===== src/rtl/fresh_range_loader.sv =====
// fresh_range_loader
// Drains the fresh-range FIFO (standard mode, read latency 1) and expands each
// inclusive [begin, end] range into single-bit BRAM writes, one address per
// clock. Also runs a whole-table clear on request and reports load status.
//
// Ports:
//   clk, rst         fast clock (rising edge), asynchronous active-high reset
//   fifo_empty       range FIFO empty flag
//   fifo_rd_en       FIFO read strobe (one cycle per pop)
//   range_begin/end  FIFO dout: first / last address of the range (inclusive)
//   range_fresh      FIFO dout: bit value to write across the range
//   clear_req        single-cycle pulse: zero the entire table
//   ram_we/waddr/wdata  BRAM write port
//   busy             loader active or clear pending
//   table_stable     idle, FIFO empty, no clear pending (one cycle late)
//   range_err        sticky: a range with begin > end was popped
//   ranges_loaded    saturating count of ranges fully written
module fresh_range_loader #(
  parameter int ADDR_W = 17,
  parameter int CNT_W  = 16
) (
  input  logic              clk,
  input  logic              rst,
  input  logic              fifo_empty,
  output logic              fifo_rd_en,
  input  logic [ADDR_W-1:0] range_begin,
  input  logic [ADDR_W-1:0] range_end,
  input  logic              range_fresh,
  input  logic              clear_req,
  output logic              ram_we,
  output logic [ADDR_W-1:0] ram_waddr,
  output logic              ram_wdata,
  output logic              busy,
  output logic              table_stable,
  output logic              range_err,
  output logic [CNT_W-1:0]  ranges_loaded
);

  typedef enum logic [2:0] {
    IDLE,
    POP,
    CAPTURE,
    WRITE,
    CLEAR
  } state_t;

  state_t            state;
  logic [ADDR_W-1:0] end_q;
  logic              clr_pend;

  // busy depends only on registered state, so it is a pure Moore decode.
  assign busy = (state != IDLE) || clr_pend;

  // ram_waddr doubles as the current address of a range or clear sweep, and
  // ram_wdata holds the latched fresh bit, so the write port is fully
  // registered without a separate copy of either.
  always_ff @(posedge clk or posedge rst) begin
    if (rst) begin
      state         <= IDLE;
      fifo_rd_en    <= 1'b0;
      ram_we        <= 1'b0;
      ram_waddr     <= '0;
      ram_wdata     <= 1'b0;
      range_err     <= 1'b0;
      ranges_loaded <= '0;
      clr_pend      <= 1'b0;
      table_stable  <= 1'b0;
      end_q         <= '0;
    end else begin
      fifo_rd_en   <= 1'b0;
      table_stable <= (state == IDLE) && fifo_empty && !clr_pend;

      case (state)
        IDLE: begin
          if (clr_pend) begin
            clr_pend  <= 1'b0;
            ram_we    <= 1'b1;
            ram_waddr <= '0;
            ram_wdata <= 1'b0;
            state     <= CLEAR;
          end else if (!fifo_empty) begin
            fifo_rd_en <= 1'b1;
            state      <= POP;
          end
        end

        POP: begin
          state <= CAPTURE;
        end

        CAPTURE: begin
          end_q <= range_end;
          if (range_begin > range_end) begin
            range_err <= 1'b1;
            state     <= IDLE;
          end else begin
            ram_we    <= 1'b1;
            ram_waddr <= range_begin;
            ram_wdata <= range_fresh;
            state     <= WRITE;
          end
        end

        WRITE: begin
          // Compare before increment so a range ending at the top address
          // stops without wrapping.
          if (ram_waddr == end_q) begin
            ram_we <= 1'b0;
            if (ranges_loaded != '1)
              ranges_loaded <= ranges_loaded + CNT_W'(1);
            state <= IDLE;
          end else begin
            ram_waddr <= ram_waddr + ADDR_W'(1);
          end
        end

        CLEAR: begin
          if (ram_waddr == '1) begin
            ram_we <= 1'b0;
            state  <= IDLE;
          end else begin
            ram_waddr <= ram_waddr + ADDR_W'(1);
          end
        end

        default: begin
          ram_we <= 1'b0;
          state  <= IDLE;
        end
      endcase

      // A request arriving in any cycle, including the one that enters
      // CLEAR, must leave a clear pending; placed last so it wins.
      if (clear_req)
        clr_pend <= 1'b1;
    end
  end

endmodule


===== config.mk =====
export PLATFORM = sky130hd
export DESIGN_NAME = fresh_range_loader
export DESIGN_NICKNAME = d
export VERILOG_FILES = /design/src/rtl/fresh_range_loader.sv
export SDC_FILE = /design/constraint.sdc
export NUM_CORES = 1
export LEC_CHECK = 0
export CAP_MARGIN = 20
export CORE_MARGIN = 2
export CORE_UTILIZATION = 46
export DETAILED_ROUTE_END_ITERATION = 8
export GPL_TIMING_DRIVEN = 0
export PLACE_DENSITY = 0.74
export SKIP_LAST_GASP = 1
export SLEW_MARGIN = 10
export SYNTH_ARGS = -nofsm -noshare
export SYNTH_HDL_FRONTEND = slang
export SYNTH_SLANG_ARGS = --single-unit
export TNS_END_PERCENT = 5

===== constraint.sdc =====
create_clock -name clk -period 2.5 [get_ports clk]
set_input_delay 0.75 -clock clk [delete_from_list [all_inputs] [get_ports clk]]
set_output_delay 0.75 -clock clk [all_outputs]
set_load 0.02 [all_outputs]

### After elaboration in Yosys (flattened, before gate mapping)

Cells that the tools add are included.
Widths: inputs -> output; s select.

| word-level totals | value |
|---|---|
| register bits | 59 |
| input bits | 39 |
| output and inout bits | 39 |
| word-level logic and storage cells | 67 |

| cells by class | value |
|---|---|
| add/sub/neg operators | 2 |
| mux-type cells | 24 |
| reductions and logical operators | 15 |
| order comparisons | 1 |
| bitwise operators | 1 |
| eq/ne operators | 14 |

Operator list:

| cell | count |
|---|---|
| $mux 17 | 4 |
| $pmux 17 s4 | 1 |
| $add 17x1->17 const B | 1 |
| $eq 17x17->1 | 1 |
| $eq 17x17->1 const B | 1 |
| $gt 17x17->1 | 1 |
| $add 16x1->16 const B | 1 |
| $ne 16x16->1 const B | 1 |
| $pmux 3 s5 | 1 |
| $mux 3 | 4 |
| $ne 2x2->1 const B | 6 |
| $mux 1 | 11 |
| $reduce_and 5->1 | 2 |
| $reduce_and 3->1 | 3 |
| $eq 3x2->1 const B | 2 |
| $pmux 1 s5 | 1 |
| $reduce_bool 2->1 | 2 |
| $reduce_bool 4->1 | 1 |
| $eq 3x1->1 const B | 1 |
| $eq 3x3->1 const B | 1 |
| $logic_not 3->1 | 1 |
| $ne 3x3->1 const B | 1 |
| $reduce_bool 3->1 | 1 |
| $logic_and 1x1->1 | 2 |
| other kinds (6) | 6 |

### Longest topological paths before layout

| depth | value |
|---|---|
| word-level depth | 3 |
| mapped depth | 11 |
| gate-level depth less buffers | 10 |

### Least setup slack after synthesis

Ideal clock, no wire load.

| timing path | value |
|---|---|
| path type | reg2reg |
| start point | register ram_waddr[0] |
| end point | register ram_waddr[2] |
| clock period less this slack | 2.500 ns |
| data arrival time | 2.418 ns |
| stages on the path, launching flop included | 12 |
| setup slack | 0.000 ns |
| library setup time | 0.082 ns |
| buffers on the path | 1 |
| required time | 2.418 ns |
| cell sequence | dfrtp_1 ha_1 and2_1 nand3_1 nor2_1 ha_1 nand2b_1 o32ai_1 nand2_2 or2_4 buf_4 o22ai_1 |

| between the ends | value |
|---|---|
| longest elaborated chain between the ends | 3 |
| elaborated cells between the ends (all ways) | 9 |
| those cells by class | 1 x add/sub; 4 x eq/ne; 3 x mux; 1 x reduce/logical |

Ends and longest elaborated chain:

| element | RTL line | text |
|---|---|---|
| start, declared | 31 | `output logic [ADDR_W-1:0] ram_waddr,` |
| start signal, assigned | 98 | `ram_waddr <= range_begin;` |
| start signal, assigned | 113 | `ram_waddr <= ram_waddr + ADDR_W'(1);` |
| start signal, assigned | 122 | `ram_waddr <= ram_waddr + ADDR_W'(1);` |
| $add 17x1->17 (tied with other cells) | 113, 122 |  |
| $mux 17 (tied with other cells) | 118 | `if (ram_waddr == '1) begin` |
| $pmux 17 s4 or $reduce_and 5->1 (tied branches) | -- |  |

Several ways; a longest one is shown, not always the timed one. The select of a mux whose other input is x is not followed.
A chain may end at the register's enable or synchronous reset.

### Final worst setup path

| timing path | value |
|---|---|
| start point | input range_begin[12] |
| end point | register ram_waddr[3] |

| between the ends | value |
|---|---|
| longest elaborated chain between the ends | 3 |

Ends and longest elaborated chain:

| element | RTL line | text |
|---|---|---|
| start, declared | 26 | `input logic [ADDR_W-1:0] range_begin,` |
| $gt 17x17->1 | 93 | `if (range_begin > range_end) begin` |
| $ne 2x2->1 (no source line) | -- |  |
| $reduce_and 5->1 (no source line) | -- |  |

No other way between the ends.

==> metrics.md <==
| Metric | Value |
|---|---|
| Cell at the root of the clock tree | `sky130_fd_sc_hd__clkbuf_8` |
| Cell count of the worst hold path | `1` |
| Dpl cell area | `0.004519 mm2` |
| Hold-fix buffers at CTS | `0` |
| Post-Syn Instances | `365` |
| Count of pins over their slew limit | `0` |
| Fraction of layout cells with a size suffix above 1 | `0.2996` |
| Total number of placement rows | `32` |
| Non-filler instance count after layout | `576` |
| Clock buffer count from CTS | `9` |
| Period utilisation layout | `1.009` |
| Initial antenna violation count | `0` |
| Starting density of the core | `0.4705` |
| Remaining design rule violation count | `0` |
| Post-layout power | `4.339 mW` |
| Mapped Avg Cell Area | `9.910 um2` |
| Pin count of the biggest net entering global routing | `60` |
| Worst-path fanout max | `7` |
| Setup slack after layout | `-21.42 ps` |
| Number of cells on the worst reg-to-reg path | `10` |
| Final wirelength | `10800 um` |
| Via count of the first global-routing pass | `3295` |
| Setup slack after placement | `-853.9 ps` |
| Number of vias after detailed routing | `3376` |
| Class of the most critical setup path | `in -> reg` |
| Number of port buffers | `77` |
| Actual slew at the worst max-slew pin | `790.7 ps` |
| Boundary pin count | `78` |
| Post-route setup TNS | `-36.79 ps` |
| Final hold violations | `0` |
| CP required | `2710 ps` |
| Global-route wire length before repair | `16550 um` |
| Placed wire-length estimate after detailed placement | `7037 um` |
| CTS tree | `yes` |
| Global routing usage on met2 | `0.4045` |
| Core Area | `0.007687 mm2` |
| Critical Path AT | `2730 ps` |
| Initial DRC Count | `288` |
| Peak supply drop | `0.6178 mV` |
| Post-detailed-route wirelength per cell | `18.76 um` |
| Post-synth net total | `424` |
| Unique cell type count in the Yosys netlist | `58` |
| Maximum clock path buffer count | `2` |
| Register clock-pin slew on the reported worst setup and hold paths | `70 ps` |
| Status | `finished, violations left` |
| Clock skew | `11.57 ps` |
| Static power due to leakage | `2.231 nW` |
| Clock latency on the worst-skew pair | `350 ps` |
| Setup Viol. Count Final | `4` |
| Violated checks | `setup timing` |
| H-tree levels | `3` |
| Type of the tightest min-delay check | `reg -> reg` |
| Sequential-to-total area share from yosys stat | `0.4082` |
| Flop and latch count out of synthesis | `59` |
| Final design instance area without fill | `0.005156 mm2` |
| Height of the die | `92.68 um` |
| Net count of the finished layout | `528` |
| Clock Sink Count | `59` |
| M3 GR Usage | `0.05370` |
| Detail-routed via count per cell | `5.861` |
| Fmax | `0.3966 GHz` |
| Die Width | `92.68 um` |
| Critical Path Sink Type | `flip-flop` |
| Number of antenna diodes | `0` |
| Summed instance area of the synthesized netlist | `0.003617 mm2` |
| Number of synthesized flops with an enable pin | `0` |
| Die area | `0.008589 mm2` |
| Setup repair after global routing missed its margin | `true` |
| Primary FF master, synth | `sky130_fd_sc_hd__dfrtp_1` |
| Antenna-violating nets left | `0` |
| Most crowded layer after global routing | `met2` |
| Initial DRT Pass Iterations | `5` |
| Kind of launch point of the worst setup path | `input pin` |
| Shortest period the worst path allows | `2521 ps` |
| Met1 track demand over resource | `0.3235` |
| Final weighted congestion in routability-driven placement | `0.8980` |
| Area growth from synthesis to layout | `42.55%` |
| Sum of overflow across all layers after global routing | `0` |
| Placed cell count | `544` |
| Max_slew headroom | `0.4729` |
| Warning count from the yosys run | `0` |
| Global routing usage summed across all routing layers | `0.2497` |
| Power density over cell area | `841.5 mW/mm2` |
| Max-capacitance violation count | `0` |
| Async set or reset register ratio after synthesis | `1.000` |
==> cells in the mapped netlist (3+ instances only) <==
master	number	area [um2]
sky130_fd_sc_hd__a2111oi_0	3	26.28
sky130_fd_sc_hd__a21o_1	3	22.52
sky130_fd_sc_hd__a21oi_1	16	80.08
sky130_fd_sc_hd__a22oi_1	6	45.04
sky130_fd_sc_hd__and2_1	3	18.77
sky130_fd_sc_hd__and3_1	7	43.79
sky130_fd_sc_hd__buf_2	3	15.01
sky130_fd_sc_hd__clkbuf_1	6	22.52
sky130_fd_sc_hd__dfrtp_1	59	1476
sky130_fd_sc_hd__ha_1	20	250.2
sky130_fd_sc_hd__inv_1	26	97.59
sky130_fd_sc_hd__mux2_2	20	225.2
sky130_fd_sc_hd__nand2_1	20	75.07
sky130_fd_sc_hd__nand2b_1	3	18.77
sky130_fd_sc_hd__nand3_1	17	85.08
sky130_fd_sc_hd__nand4_1	13	81.33
sky130_fd_sc_hd__nor2_1	22	82.58
sky130_fd_sc_hd__nor2b_1	5	31.28
sky130_fd_sc_hd__nor3_1	5	25.02
sky130_fd_sc_hd__o21ai_0	17	85.08
sky130_fd_sc_hd__o21ai_1	7	35.03
sky130_fd_sc_hd__o22ai_1	3	18.77
sky130_fd_sc_hd__xnor2_1	31	271.5
sky130_fd_sc_hd__xor2_1	9	78.83
==> layer usage <==
metal,up-vias,part of all wire
met2,175,0.48
met4,0,0.028
met5,-,0
met3,33,0.079
met1,1651,0.42
li1,1517,-
==> cell usage in the layout, fill, tap and decap left out, types with 13 or more instances in the layout <==
cell,synthesis,final
sky130_fd_sc_hd__buf_4,1,16
sky130_fd_sc_hd__xnor2_1,31,31
sky130_fd_sc_hd__clkbuf_2,0,15
sky130_fd_sc_hd__nand2_1,20,19
sky130_fd_sc_hd__nand3_1,17,14
sky130_fd_sc_hd__mux2_2,20,20
sky130_fd_sc_hd__nor2_1,22,22
sky130_fd_sc_hd__nand4_1,13,13
sky130_fd_sc_hd__ha_4,0,14
sky130_fd_sc_hd__clkdlybuf4s50_1,0,43
sky130_fd_sc_hd__o21ai_0,17,15
sky130_fd_sc_hd__inv_1,26,13
sky130_fd_sc_hd__dfrtp_1,59,53
==> report_power, final <==
part           switching [mW]  internal [mW]  leakage [nW]
combinational           0.846          0.896          1.37
clock                   0.410          0.615         0.113
sequential              0.317           1.25         0.749
==> metrics by stage <==
step           hold WS, ps  utilization
2_1_floorplan        501.1            -
3_3_place_gp         456.3       0.5876
3_5_place_dp         457.8       0.5879
4_1_cts              479.4       0.6546
5_1_grt              493.7       0.6707
6_report             475.5       0.6707
==> timing repair <==
action                     CTS  global route
pin swaps                   14            17
cloned                       0             1
resized for setup           72            66
setup endpoints to repair   23            24
setup buffers               10             5
==> logic make-up after synthesis <==
family | Yosys count | synth area share
XOR/XNOR | 41 | 0.1014
flip-flops | 59 | 0.4082
AO/OA/AOI/OAI | 77 | 0.1487
buffers and inverters | 38 | 0.04358
multiplexers | 20 | 0.06226
AND/OR/NAND/NOR | 110 | 0.1667
adder cells (fa/ha/maj) | 20 | 0.06918
==> state kept, by name, summed over array words and instances, names as in the netlist <==
signal         cells
state              3
range_err          1
ram_we             1
end_q             17
ranges_loaded     16
ram_wdata          1
ram_waddr         17
fifo_rd_en         1
clr_pend           1
table_stable       1
==> critical path, stage by stage <==
cell and delay (ps):
sky130_fd_sc_hd__dlygate4sd2_1 280, sky130_fd_sc_hd__ha_4 290, sky130_fd_sc_hd__nand2_2 60, sky130_fd_sc_hd__nor4_4 290, sky130_fd_sc_hd__buf_4 170, sky130_fd_sc_hd__nand2_1 70, sky130_fd_sc_hd__nand2_1 130, sky130_fd_sc_hd__a21oi_4 80
sky130_fd_sc_hd__a2111oi_0 530, sky130_fd_sc_hd__a21oi_1 90
==> worst paths after layout <==
| path | from | to | slack (ps) |
|---|---|---|---|
| worst max register to register | ram_waddr[0]$_DFFE_PP0P_ | ram_waddr[3]$_DFFE_PP0P_ | 60 |
| worst min register to register | range_err$_DFFE_PP0P_ | range_err$_DFFE_PP0P_ | 480 |
| worst min-delay path | range_err$_DFFE_PP0P_ | range_err$_DFFE_PP0P_ | 480 |
| min in group asynchronous | rst | end_q[14]$_DFFE_PP0N_ | 880 |
| max in group asynchronous | rst | state[0]$_DFFE_PP0P_ | 1080 |
| worst max-delay path | range_begin[12] | ram_waddr[3]$_DFFE_PP0P_ | -20 |
==> final cells by class <==
class	instances	area, um2
Clock inverter	4	72.57
Fill cell	601	2531
Inverter	26	100.1
Tap cell	102	127.6
Buffer	12	75.07
Clock buffer	12	155.1
Timing Repair Buffer	93	869.6
Multi-Input combinational cell	268	2272
Sequential cell	59	1484
Note: power is estimated with default switching activity, not from simulation.
